[src/rtl/pec_snapshot_streamer.sv]
// Performance counter snapshot streamer: latches the counter bank and streams it as one AXI-Stream frame.
// Optional PEC_TIMESTAMP_EN prepends a free-running cycle count as beat 0.
module pec_snapshot_streamer #(
    parameter int NUM_COUNTERS    = 115,
    parameter int COUNTER_WIDTH   = 7,
    parameter int AXIS_DATA_WIDTH = 64,
    parameter int DROP_CNT_WIDTH  = 16
) (
    input  logic                                  clk,
    input  logic                                  rst_n,
    input  logic [NUM_COUNTERS*COUNTER_WIDTH-1:0] counters_flat,
    input  logic                                  snapshot_req,
    output logic                                  counters_clear,
    output logic                                  busy,
    output logic [DROP_CNT_WIDTH-1:0]             dropped_count,
    output logic [AXIS_DATA_WIDTH-1:0]            m_axis_tdata,
    output logic                                  m_axis_tvalid,
    input  logic                                  m_axis_tready,
    output logic                                  m_axis_tlast
);

    localparam int TOTAL_BITS = NUM_COUNTERS * COUNTER_WIDTH;
    localparam int NUM_BEATS  = (TOTAL_BITS + AXIS_DATA_WIDTH - 1) / AXIS_DATA_WIDTH;
`ifdef PEC_TIMESTAMP_EN
    localparam int TS_BEATS = 1;
`else
    localparam int TS_BEATS = 0;
`endif
    localparam int FRAME_BEATS = NUM_BEATS + TS_BEATS;
    localparam int SNAP_W      = FRAME_BEATS * AXIS_DATA_WIDTH;
    localparam int BW          = (FRAME_BEATS > 1) ? $clog2(FRAME_BEATS) : 1;
    localparam logic [BW-1:0] LAST_BEAT = BW'(FRAME_BEATS - 1);

    typedef enum logic {
        IDLE,
        SEND
    } state_e;

    state_e                    state_q, state_d;
    logic [SNAP_W-1:0]         snap_q, snap_d, snap_load;
    logic [BW-1:0]             beat_q, beat_d;
    logic                      clear_q, clear_d;
    logic [DROP_CNT_WIDTH-1:0] drop_q, drop_d;
    logic                      hs;

`ifdef PEC_TIMESTAMP_EN
    logic [AXIS_DATA_WIDTH-1:0] ts_q;

    always_ff @(posedge clk) begin
        if (!rst_n) ts_q <= '0;
        else        ts_q <= ts_q + 1'b1;
    end

    always_comb begin
        snap_load = '0;
        snap_load[AXIS_DATA_WIDTH-1:0] = ts_q;
        snap_load[AXIS_DATA_WIDTH +: TOTAL_BITS] = counters_flat;
    end
`else
    always_comb begin
        snap_load = '0;
        snap_load[TOTAL_BITS-1:0] = counters_flat;
    end
`endif

    assign hs = (state_q == SEND) && m_axis_tready;

    // The snapshot is kept as a shift register so the current beat is always the low word.
    always_comb begin
        state_d = state_q;
        snap_d  = snap_q;
        beat_d  = beat_q;
        clear_d = 1'b0;
        drop_d  = drop_q;
        unique case (state_q)
            IDLE: begin
                if (snapshot_req) begin
                    state_d = SEND;
                    snap_d  = snap_load;
                    beat_d  = '0;
                    clear_d = 1'b1;
                end
            end
            SEND: begin
                if (snapshot_req && (drop_q != '1)) begin
                    drop_d = drop_q + 1'b1;
                end
                if (hs) begin
                    snap_d = snap_q >> AXIS_DATA_WIDTH;
                    if (beat_q == LAST_BEAT) begin
                        state_d = IDLE;
                        beat_d  = '0;
                    end else begin
                        beat_d = beat_q + 1'b1;
                    end
                end
            end
            default: state_d = IDLE;
        endcase
    end

    always_ff @(posedge clk) begin
        if (!rst_n) begin
            state_q <= IDLE;
            snap_q  <= '0;
            beat_q  <= '0;
            clear_q <= 1'b0;
            drop_q  <= '0;
        end else begin
            state_q <= state_d;
            snap_q  <= snap_d;
            beat_q  <= beat_d;
            clear_q <= clear_d;
            drop_q  <= drop_d;
        end
    end

    assign m_axis_tvalid  = (state_q == SEND);
    assign busy           = (state_q == SEND);
    assign m_axis_tlast   = (state_q == SEND) && (beat_q == LAST_BEAT);
    assign m_axis_tdata   = snap_q[AXIS_DATA_WIDTH-1:0];
    assign counters_clear = clear_q;
    assign dropped_count  = drop_q;

endmodule

[config.mk]
export PLATFORM = sky130hd
export DESIGN_NAME = pec_snapshot_streamer
export DESIGN_NICKNAME = d
export VERILOG_FILES = /design/src/rtl/pec_snapshot_streamer.sv
export SDC_FILE = /design/constraint.sdc
export NUM_CORES = 2
export LEC_CHECK = 0
export BUFFER_PORTS_ARGS = -buffer_cell sky130_fd_sc_hd__buf_4
export CELL_PAD_IN_SITES_DETAIL_PLACEMENT = 1
export CELL_PAD_IN_SITES_GLOBAL_PLACEMENT = 2
export CORE_MARGIN = 3
export CORE_UTILIZATION = 29
export DETAILED_ROUTE_END_ITERATION = 7
export PLACE_DENSITY_LB_ADDON = 0.1
export SETUP_SLACK_MARGIN = 0.3
export SLEW_MARGIN = 10
export SYNTH_ARGS = -nofsm -noshare
export SYNTH_HDL_FRONTEND = slang
export SYNTH_SLANG_ARGS = --single-unit
[constraint.sdc]
create_clock -name clk -period 1.75 [get_ports clk]
set_input_delay 0.35 -clock clk [delete_from_list [all_inputs] [get_ports clk]]
set_output_delay 0.35 -clock clk [all_outputs]
set_load 0.005 [all_outputs]
== Yosys cells after proc, flatten, opt, wreduce, memory -nomap -nowiden ==
Index checks and enable logic that the tools add are counted.

* Eq/ne operators: 4
* Reductions and logical operators: 6
* Bitwise operators: 2
* $add $sub $neg: 2
* Multiplexer cells: 11

{| class="wikitable"
|+ Operators with widths
! operator !! number
|-
| $mux 832 || 2
|-
| $pmux 832 s2 || 1
|-
| $add 16x1->16 const B || 1
|-
| $ne 16x16->1 const B || 1
|-
| $mux 4 || 3
|-
| $pmux 4 s2 || 1
|-
| $add 4x1->4 const B || 1
|-
| $eq 4x4->1 const B || 1
|-
| $reduce_and 2->1 || 2
|-
| $logic_and 1x1->1 || 3
|-
| $mux 1 || 3
|-
| $ne 2x1->1 const B || 1
|-
| $ne 2x2->1 const B || 1
|-
| $not 1->1 || 2
|-
| $pmux 1 s2 || 1
|-
| $reduce_or 2->1 || 1
|}

* Output and inout bits: 84
* Input port bits: 809
* Logic and storage cells: 30
* Register bits: 854

== Depth between registers and ports, before layout ==
* Depth after elaboration: 4
* Depth in mapped cells: 10
* Gate-level depth less buffers: 6

== Least setup slack after synthesis ==
Ideal clock, no wire load.

* Kind: input-to-reg
* From: input rst_n
* To: register snap_q[718]
* Library setup time: 0.146 ns
* Arrival: 1.518 ns
* Cell stages on the path: 6
* Required time: 1.604 ns
* Path buffers: 4
* Slack: 0.086 ns
* Cells stage by stage: buf_2 inv_2 buf_2 clkbuf_1 clkbuf_1 a211oi_2

{| class="wikitable"
|+ RTL lines
! what !! line !! text
|-
| start, declared || 10 || <nowiki>input logic rst_n,</nowiki>
|-
| end signal, assigned || 111 || <nowiki>snap_q <= snap_d;</nowiki>
|-
| end, declared || 40 || <nowiki>logic [SNAP_W-1:0] snap_q, snap_d, snap_load;</nowiki>
|}

No word-level cell between the ends.

== Worst setup path after layout ==
* From: register state_q (netlist: busy)
* To: register snap_q[125]

* Word-level cells in the longest chain between the ends: 3
* Elaborated cells on any way between the ends: 6
* Classes of those cells: eq/ne: 2; mux: 1; bitwise: 1; reduce/logical: 2

{| class="wikitable"
|+ Ends and longest elaborated chain
! what !! line !! text
|-
| start, declared || 39 || <nowiki>state_e state_q, state_d;</nowiki>
|-
| start signal, assigned || 110 || <nowiki>state_q <= state_d;</nowiki>
|-
| $logic_and 1x1->1 or $not 1->1 (tied branches) || - ||
|-
| $ne 2x1->1 (no source line) or $ne 2x2->1 (tied branches) || - ||
|-
| $reduce_and 2->1 (no source line) || - ||
|}

Several ways; a longest one is shown, not always the timed one.
A chain may end at the register's enable or synchronous reset.

==> impl_metrics.toml <==
[sta]
setup_viol = 782
whs_ns = 0.0329
final.setup.worst_slack_ns = -0.288
rsz0062_at_grt = "true"
setup-tns-final_ns = -92.78
hold_viol_final = 0
clock_skew_ns = 0.0230
max_freq_mhz = 491
worst_pin_slew_ns = 0.678
finalCriticalPeriod_ns = 2.04
slew_viol_final = 0
period_share = 1.16
slew_headroom = 0.548

[grt]
grt_pass1_vias = 35500
grt_most_used_layer = "met2"
track_usage = 0.252
grtUsageMet2 = 0.439
grt_max_degree = 91
grt_overflow_total = 0
use_met1 = 0.295
antenna_found_initial = 86
grt_pass1_wl_um = 240000
grt_use_met3 = 0.0674

[placed_design]
port_buffers = 892
pre_cts_slack_ns = -0.0421
hpwl_um = 117000
place.gp.congestion = 0.793

[yosys]
synth-async-reset-ratio = 0
synthTopCellsByArea = "dfxtp_1 (46%), mux2i_1 (21%), a211oi_1 (15%), nor2_1 (8.0%), buf_2 (3.2%)"
seq_area_frac_synth = 0.462
synth.avg_cell_area_sq_um = 9.82
synth_cell_types = 41
synth_common_cells = "dfxtp_1 (827), nor2_1 (766), mux2i_1 (742)"
synth_area_sq_mm = 0.0359
synth-seq-cells = 827
netlist_instances = 3653
yosysMostFrequentCell = "dfxtp_1"
synth-main-ff-cell = "dfxtp_1"
synth_edf_count = 0
synth_warnings = 0
synth_top_area_cell = "dfxtp_1"
syn_nets = 4465
netlist.area_leader.share = 0.462

[final_layout]
multi_input_area_sq_mm = 0.0229
post-route-util = 0.555
drive_gt1_frac = 0.528
area_growth_pct = 89.1
seqCellArea_sq_mm = 0.0166
fillCellCount = 12400
nets = 6095

[floorplanning]
die_y_um = 358
ios = 893
rows = 128
die_area_sq_mm = 0.128
die_w_um = 358
fp.coreArea_sq_mm = 0.122
start_util = 0.293

[setup_path]
critPathMaxFanout = 6
cp.arrival_ns = 2.61
cp.required_ns = 2.32
worst_setup_path_end_kind = "flip-flop"
cp-start-kind = "flip-flop"
cp_cell_sequence = "buf_8, nor2b_4, nand2b_4, buf_6, buf_12, buf_16, buf_12, buf_16, clkbuf_16, nor2_1, a211oi_1"
cpPeakStageDelay_ns = 0.37
worstSetupPathType = "flip-flop to flip-flop"
cp_slowest_cell = "dfxtp_4"

[outcome]
violations = "negative setup slack"
status = "complete, but fails checks"

[pwr]
power_density_mw_per_mm2 = 889
p_leak_uw = 0.0272
ir_drop_v = 0.000744

[clocking]
root_buffer = "clkbuf_16"
cts_tree = "built"
clkTransAtPathRegs_ns = 0.07
cts_buffer_depth = 3
htreeDepth = 3
cts_buffers = 100
clock-sinks = 827
clock_latency_ns = 0.68

[routing]
avgRoutedWirePerCell_um = 26.7
avgViaCountPerCell = 5.06
via_count = 35600
ant_nets = 0
drt_drc_violations_left = 0
routed_wl_um = 188000
dr.pass1.iters = 5
drt_iter0_markers = 1807

[hold_path]
min_path_type = "primary input to flip-flop"

[run]
max_cap_viol_count = 0
[worst max-delay path, delay by kind of cell (launching register included)]
kind / cells / cell delay [ns]
buffers and inverters: 7 / 0.93
and+or+nand+nor: 3 / 0.32
DFF: 1 / 0.37
AOI/OAI and AO/OA: 1 / 0.27
[stage by stage]
step                instances  total power, uW  area [sq um]
detailed placement       6017            31400         46200
global route             7026            62600         67800
finish                   7041            60200         67800
global placement         6017            31300         46200
CTS                      6787            56500         59300
floorplan                3653            27400         37100
[registers in the layout (all words and copies together) (netlist names)]
| signal | flops |
|---|---|
| busy | 1 |
| counters_clear | 1 |
| dropped_count | 16 |
| beat_q | 4 |
| snap_q | 805 |
[placed cells by master (no fill, tap or decap), types with 10 or more instances in the layout]
master         netlist  routed
dfxtp_1            827     811
buf_4               80    1024
buf_16               0     138
clkinv_2             0      16
dlygate4sd3_1        0     374
buf_6                7      91
a211oi_1           721     195
dfxtp_2              0      10
clkbuf_8             0      28
nand2_1             13      10
o21ai_0             10      10
a22o_1              48      48
a22oi_1             16      16
buf_12               0     154
clkbuf_16            0     198
mux2i_2              0     124
clkbuf_1           101      26
nor2_2               0     120
mux2i_4              0      49
nor2_4               0     224
nor2_1             766     422
a211oi_2            20     544
buf_8                0      65
diode_2              0      53
mux2i_1            742     569
[power breakdown]
part,total [uW],switching (uW),internal (uW)
Clock,21400,8830,12500
Sequential,22300,1650,20600
Combinational,16600,7280,9330
[path summary, 6_finish.rpt]
path                                         start     endpoint  slack [ns]  cells past startpoint
worst max register to register                busy  snap_q[125]       -0.29                     11
worst min register to register         snap_q[798]  snap_q[798]        0.47                      1
worst min-delay path            counters_flat[565]  snap_q[565]        0.03                      3
worst max-delay path                          busy  snap_q[125]       -0.29                     11
[cell type report]
| type | count | area share |
|---|---|---|
| Timing Repair Buffer | 1943 | 0.336 |
| Tap cell | 1625 | 0.0300 |
| Antenna cell | 53 | 0.00196 |
| Sequential cell | 827 | 0.245 |
| Clock inverter | 25 | 0.00380 |
| Multi-Input combinational cell | 2406 | 0.338 |
| Inverter | 5 | 0.000388 |
| Clock buffer | 157 | 0.0451 |
[cells by family (layout without fill, tap and decap cells)]
family | after synthesis | count (layout) | share of synthesized area
flip-flops | 827 | 827 | 0.462
AO/OA/AOI/OAI | 841 | 841 | 0.180
multiplexers | 742 | 742 | 0.207
adder cells (fa/ha/maj) | 3 | 3 | 0.00105
buffers and inverters | 420 | 2130 | 0.0617
AND/OR/NAND/NOR | 820 | 820 | 0.0888
other | 0 | 53 | 0
[layer usage]
layer,vias up,wire length (um)
met5,-,287
met4,40,6110
met3,300,11000
met2,936,95600
met1,17600,75100
li1,16700,-
[timing repair]
item,4_1_cts,5_1_grt
endpoints found under the setup margin,902,905
hold endpoints to repair,375,3
gates cloned,100,114
gates resized for setup,499,1202
pin swaps,144,384
hold buffers,371,3
buffers inserted,117,84
No activity file was read; power rests on OpenSTA's default activity.
